File: config.mk
export PLATFORM = sky130hd
export DESIGN_NAME = main_fsm
export DESIGN_NICKNAME = d
export VERILOG_FILES = /design/src/rtl/ctrl_pkg.sv /design/src/rtl/main_fsm.sv
export SDC_FILE = /design/constraint.sdc
export NUM_CORES = 1
export LEC_CHECK = 0
export CAP_MARGIN = 25
export CORE_AREA = 3 3 40 42
export DETAILED_ROUTE_END_ITERATION = 16
export DIE_AREA = 0 0 43 45
export DONT_BUFFER_PORTS = 1
export MAX_ROUTING_LAYER = met4
export PLACE_DENSITY = 0.53
export SYNTH_ARGS = -nofsm -noshare
export SYNTH_HDL_FRONTEND = slang
export SYNTH_SLANG_ARGS = --single-unit
File: constraint.sdc
create_clock -name clk -period 1.75 [get_ports clk]
set_clock_uncertainty 0.2 [all_clocks]
set_input_delay 0.0875 -clock clk [delete_from_list [all_inputs] [get_ports clk]]
set_output_delay 0.0875 -clock clk [all_outputs]
set_load 0.03 [all_outputs]
File: src/rtl/ctrl_pkg.sv
// Shared controller definitions: FSM state encoding, RISC-V opcodes and datapath select codes.
package ctrl_pkg;

    typedef enum logic [3:0] {
        S_FETCH    = 4'd0,
        S_DECODE   = 4'd1,
        S_MEMADR   = 4'd2,
        S_MEMREAD  = 4'd3,
        S_MEMWB    = 4'd4,
        S_MEMWRITE = 4'd5,
        S_EXECR    = 4'd6,
        S_EXECI    = 4'd7,
        S_JAL      = 4'd8,
        S_ALUWB    = 4'd9,
        S_BEQ      = 4'd10,
        S_ERR      = 4'd11
    } statetype_t;

    localparam logic [6:0] OP_LW  = 7'b0000011;
    localparam logic [6:0] OP_SW  = 7'b0100011;
    localparam logic [6:0] OP_R   = 7'b0110011;
    localparam logic [6:0] OP_I   = 7'b0010011;
    localparam logic [6:0] OP_JAL = 7'b1101111;
    localparam logic [6:0] OP_BEQ = 7'b1100011;

    localparam logic [1:0] ALUOP_ADD   = 2'b00;
    localparam logic [1:0] ALUOP_SUB   = 2'b01;
    localparam logic [1:0] ALUOP_FUNCT = 2'b10;

    localparam logic [1:0] SRCA_PC    = 2'b00;
    localparam logic [1:0] SRCA_OLDPC = 2'b01;
    localparam logic [1:0] SRCA_RS1   = 2'b10;

    localparam logic [1:0] SRCB_RS2  = 2'b00;
    localparam logic [1:0] SRCB_IMM  = 2'b01;
    localparam logic [1:0] SRCB_FOUR = 2'b10;

    localparam logic [1:0] RES_ALUOUT    = 2'b00;
    localparam logic [1:0] RES_READDATA  = 2'b01;
    localparam logic [1:0] RES_ALURESULT = 2'b10;

    function automatic logic is_known_op(input logic [6:0] op);
        return (op == OP_LW) || (op == OP_SW) || (op == OP_R) ||
               (op == OP_I) || (op == OP_JAL) || (op == OP_BEQ);
    endfunction

endpackage

File: src/rtl/main_fsm.sv
// Multi-cycle RISC-V main controller: Moore FSM sequencing fetch/decode/execute/memory/writeback,
// with a memory-ready wait handshake and illegal-opcode detection.
module main_fsm
    import ctrl_pkg::*;
#(
    parameter bit ILLEGAL_TRAP = 1'b0
) (
    input  logic       clk,
    input  logic       reset_n,
    input  logic [6:0] op,
    input  logic       mem_ready,
    output logic       PCUpdate,
    output logic       Branch,
    output logic       RegWrite,
    output logic       MemWrite,
    output logic       IRWrite,
    output logic       AdrSrc,
    output logic [1:0] ResultSrc,
    output logic [1:0] ALUSrcA,
    output logic [1:0] ALUSrcB,
    output logic [1:0] ALUOp,
    output logic       illegal
);

    statetype_t r_state;
    statetype_t w_next_state;

    logic       w_pc_update;
    logic       w_branch;
    logic       w_reg_write;
    logic       w_mem_write;
    logic       w_ir_write;
    logic       w_illegal;

    always_ff @(posedge clk or negedge reset_n) begin
        if (!reset_n) begin
            r_state <= S_FETCH;
        end else begin
            r_state <= w_next_state;
        end
    end

    always_comb begin
        w_next_state = S_FETCH;
        case (r_state)
            S_FETCH:    w_next_state = mem_ready ? S_DECODE : S_FETCH;
            S_DECODE: begin
                case (op)
                    OP_LW, OP_SW: w_next_state = S_MEMADR;
                    OP_R:         w_next_state = S_EXECR;
                    OP_I:         w_next_state = S_EXECI;
                    OP_JAL:       w_next_state = S_JAL;
                    OP_BEQ:       w_next_state = S_BEQ;
                    default:      w_next_state = ILLEGAL_TRAP ? S_ERR : S_FETCH;
                endcase
            end
            S_MEMADR: begin
                if (op == OP_LW) begin
                    w_next_state = S_MEMREAD;
                end else if (op == OP_SW) begin
                    w_next_state = S_MEMWRITE;
                end else begin
                    w_next_state = S_FETCH;
                end
            end
            S_MEMREAD:  w_next_state = mem_ready ? S_MEMWB : S_MEMREAD;
            S_MEMWB:    w_next_state = S_FETCH;
            S_MEMWRITE: w_next_state = mem_ready ? S_FETCH : S_MEMWRITE;
            S_EXECR:    w_next_state = S_ALUWB;
            S_EXECI:    w_next_state = S_ALUWB;
            S_JAL:      w_next_state = S_ALUWB;
            S_ALUWB:    w_next_state = S_FETCH;
            S_BEQ:      w_next_state = S_FETCH;
            S_ERR:      w_next_state = S_ERR;
            default:    w_next_state = S_FETCH;
        endcase
    end

    always_comb begin
        w_pc_update = 1'b0;
        w_branch    = 1'b0;
        w_reg_write = 1'b0;
        w_mem_write = 1'b0;
        w_ir_write  = 1'b0;
        w_illegal   = 1'b0;
        AdrSrc      = 1'b0;
        ResultSrc   = RES_ALUOUT;
        ALUSrcA     = SRCA_PC;
        ALUSrcB     = SRCB_RS2;
        ALUOp       = ALUOP_ADD;
        case (r_state)
            S_FETCH: begin
                // PC+4 is computed every fetch cycle, but only committed once memory delivers
                ALUSrcB     = SRCB_FOUR;
                ResultSrc   = RES_ALURESULT;
                w_ir_write  = mem_ready;
                w_pc_update = mem_ready;
            end
            S_DECODE: begin
                ALUSrcA   = SRCA_OLDPC;
                ALUSrcB   = SRCB_IMM;
                w_illegal = !ILLEGAL_TRAP && !is_known_op(op);
            end
            S_MEMADR: begin
                ALUSrcA = SRCA_RS1;
                ALUSrcB = SRCB_IMM;
            end
            S_MEMREAD: begin
                AdrSrc = 1'b1;
            end
            S_MEMWB: begin
                ResultSrc   = RES_READDATA;
                w_reg_write = 1'b1;
            end
            S_MEMWRITE: begin
                AdrSrc      = 1'b1;
                w_mem_write = 1'b1;
            end
            S_EXECR: begin
                ALUSrcA = SRCA_RS1;
                ALUSrcB = SRCB_RS2;
                ALUOp   = ALUOP_FUNCT;
            end
            S_EXECI: begin
                ALUSrcA = SRCA_RS1;
                ALUSrcB = SRCB_IMM;
                ALUOp   = ALUOP_FUNCT;
            end
            S_JAL: begin
                ALUSrcA     = SRCA_OLDPC;
                ALUSrcB     = SRCB_FOUR;
                w_pc_update = 1'b1;
            end
            S_ALUWB: begin
                w_reg_write = 1'b1;
            end
            S_BEQ: begin
                ALUSrcA  = SRCA_RS1;
                ALUSrcB  = SRCB_RS2;
                ALUOp    = ALUOP_SUB;
                w_branch = 1'b1;
            end
            S_ERR: begin
                w_illegal = 1'b1;
            end
            default: begin
            end
        endcase
    end

    // Strobes are masked while reset is low so nothing fires during the async reset window
    assign PCUpdate = w_pc_update & reset_n;
    assign Branch   = w_branch    & reset_n;
    assign RegWrite = w_reg_write & reset_n;
    assign MemWrite = w_mem_write & reset_n;
    assign IRWrite  = w_ir_write  & reset_n;
    assign illegal  = w_illegal   & reset_n;

endmodule

==> run_results.csv <==
group,metric,value,unit
run_status,status,"finished clean",
die,die_area,0.00194,sq mm
critical_path,cp.required,1.70,ns
cts,h-tree-depth,1,
place,dp_cells,101,
synthesis,synth_flop_cell,"dfrtp_1",
synthesis,synth-compound-area-share,0.214,
synthesis,ys_top_cells_by_area,"dfrtp_1, nor2_1, nand2_1",
pwr,power.density,487,mW/mm^2
synthesis,ys_ff_latch,4,
layout,nets,110,
critical_path,cp-start-kind,"register",
pwr,fin_total_pwr,426,uW
global_route,grt_pass1_vias,658,
synthesis,yosysTopAreaCellShare,0.201,
synthesis,synthAdderAreaFrac,0.0201,
global_route,grt_pass1_wl,2.73,mm
die,core,0.00128,sq mm
synthesis,syn_inst,67,
place,place_area,707,sq um
critical_path,cp-end-kind,"register",
synthesis,yosys_warnings,0,
routing,first_pass_iters,4,
layout,final_cell_mix,"buf_4, nor2_1, buf_6",
job,maxCapViolCount,0,
routing,drc_errors,0,
layout,layout_commonest_cell,"buf_4",
layout,stdcell_count,113,
cts,cts_root_buf,"clkbuf_4",
timing,timing_hold_violations_final,0,
synthesis,syn_area_per_cell,7.43,sq um
synthesis,synth_seq_area_share,0.201,
critical_path,arrival,1.69,ns
layout,final_layout_size_suffix_gt1_frac,0.449,
synthesis,synth_edf_count,0,
global_route,met1_usage,0.216,
routing,routedWlPerCell,15.3,um
critical_path,max_stage_delay,0.54,ns
global_route,overflow,0,
cts,clk_pin_slew,0.04,ns
place,hpwl,1.24,mm
global_route,antenna_found_initial,0,
die,rows,13,
pwr,leakage,0.000379,uW
global_route,met2_usage,0.335,
global_route,use_met3,0.0319,
cts,cts_inserted_buffers,3,
cts,clk_latency,0.24,ns
synthesis,synth.area.mux_share,0,
cts,clock_sinks,4,
timing,fin_crit,1.74,ns
synthesis,synth_top_family_by_area,"simple AND/OR/NAND/NOR gates",
routing,ant_nets,0,
routing,first_iter_violations,11,
synthesis,synth_fp_nets,77,
worst_hold_path,holdCritPathClass,"primary input to register",
timing,worstMarginPinSlew,0.443,ns
cts,clockBufferDepth,2,
global_route,top_usage_layer,"met2",
synthesis,synth_top_cell_by_area,"dfrtp_1",
routing,wirelength,1.73,mm
timing,finalSetupViolCount,0,
synthesis,async_reset_ff_frac,1.00,
critical_path,worst-path-max-fanout,3,
timing,fin_setup_tns,0,ns
die,floorplan.initialDensity,0.388,
synthesis,synth_cell_type_count,33,
global_route,grt_usage,0.198,
layout,antenna_cells,0,
place,numPortBuffers,0,
cts,cts_tree,"yes",
timing,post-route-period-util,0.993,
critical_path,cpMaxStageDelayCell,"or4b_4",
layout,largest_register,"r_state",
place,gp_congestion,0.763,
layout,syn2layout_area_growth,75.6,%
synthesis,syn_area,498,sq um
synthesis,synth_simple_gate_area_frac,0.482,
routing,vias_per_cell,5.68,
routing,route.vias.total,642,
timing,relSlewSlack,0.702,
die,dieHeight,45,um
die,die_w,43,um
pwr,ir_drop,0.000320,V
synthesis,synth_xor_area_frac,0.0352,
die,io_pins,25,
layout,finalInstanceArea,875,sq um
layout,largest_register_ffs,4,
timing,slew_violations,0,
critical_path,crit_chain,"buf_6, or4b_4, nor4_4, nand2_1, o211ai_1",
timing,rsz0062_at_grt,"yes",
critical_path,critPathKind,"register to register",
layout,largestRegisters,"r_state: 4 flops",
timing,fmax,0.576,GHz
global_route,grt_max_degree,10,
[critical path, delay by kind of cell, from the launching register on]
kind / cells / cell delay, ns
compound gates: 1 / 0.09
flops: 1 / 0.41
simple gates: 3 / 0.81
buf+inv: 1 / 0.14
[Yosys cell counts, types with 2 or more instances]
| library cell | instances |
|---|---|
| nor2_1 | 8 |
| clkbuf_1 | 3 |
| xnor2_1 | 2 |
| nor3_1 | 4 |
| nand2_1 | 7 |
| a21oi_1 | 4 |
| and2_1 | 2 |
| nand2b_1 | 4 |
| inv_1 | 2 |
| dfrtp_1 | 4 |
| a221o_1 | 2 |
| nor2b_1 | 3 |
| and3b_1 | 2 |
[what timing repair did]
action	CTS	global route
buffers inserted	2	1
pin swaps	2	3
hold buffers	6	0
endpoints found under the setup margin	2	9
hold endpoints to repair	7	0
resized for setup	5	12
[final timing paths]
path | end | cells past startpoint | slack [ns] | from
min reg2reg | r_state[0] | 2 | 0.57 | r_state[2]
min in group asynchronous | r_state[1] | 2 | 0.49 | reset_n
min | r_state[1] | 3 | 0.03 | op[5]
max reg2reg | r_state[2] | 5 | 0.01 | r_state[0]
max | r_state[2] | 5 | 0.01 | r_state[0]
max in group asynchronous | r_state[2] | 2 | 0.67 | reset_n
[stage by stage]
stage / setup WS (ns) / util / hold slack (ns)
finish: 0.0127 / 0.681 / 0.0269
global route: -0.0798 / 0.681 / 0.0553
CTS: 0.00712 / 0.644 / 0.0230
detailed placement: 0.137 / 0.550 / -0.408
global placement: 0.171 / 0.550 / -0.408
floorplan: -0.0875 / - / -0.408
[final cells by class]
cell class	instances	area [sq um]
timing repair buffer	32	282
fill	106	410
inverter	2	7.51
tap	15	18.8
clock buffer	3	22.5
sequential	4	100
multi-input combinational	57	444
[cells by family after synthesis]
group	Yosys count
and+or+nand+nor	39
AOI/OAI and AO/OA	15
buffers and inverters	6
DFF	4
xor gates and xnor gates	2
adders and majority gates	1
[power breakdown]
part | switching, uW | total [uW] | internal (uW)
registers | 5.13 | 102 | 96.8
logic | 107 | 206 | 98.7
clock network | 40.7 | 118 | 76.9
[routing by layer]
| metal | part of all wire | vias to the layer above |
|---|---|---|
| met5 | 0 | - |
| met4 | 0.020 | 0 |
| met3 | 0.065 | 4 |
| met2 | 0.53 | 28 |
| met1 | 0.39 | 298 |
| li1 | - | 312 |
Note: power is estimated with default switching activity, not from simulation.
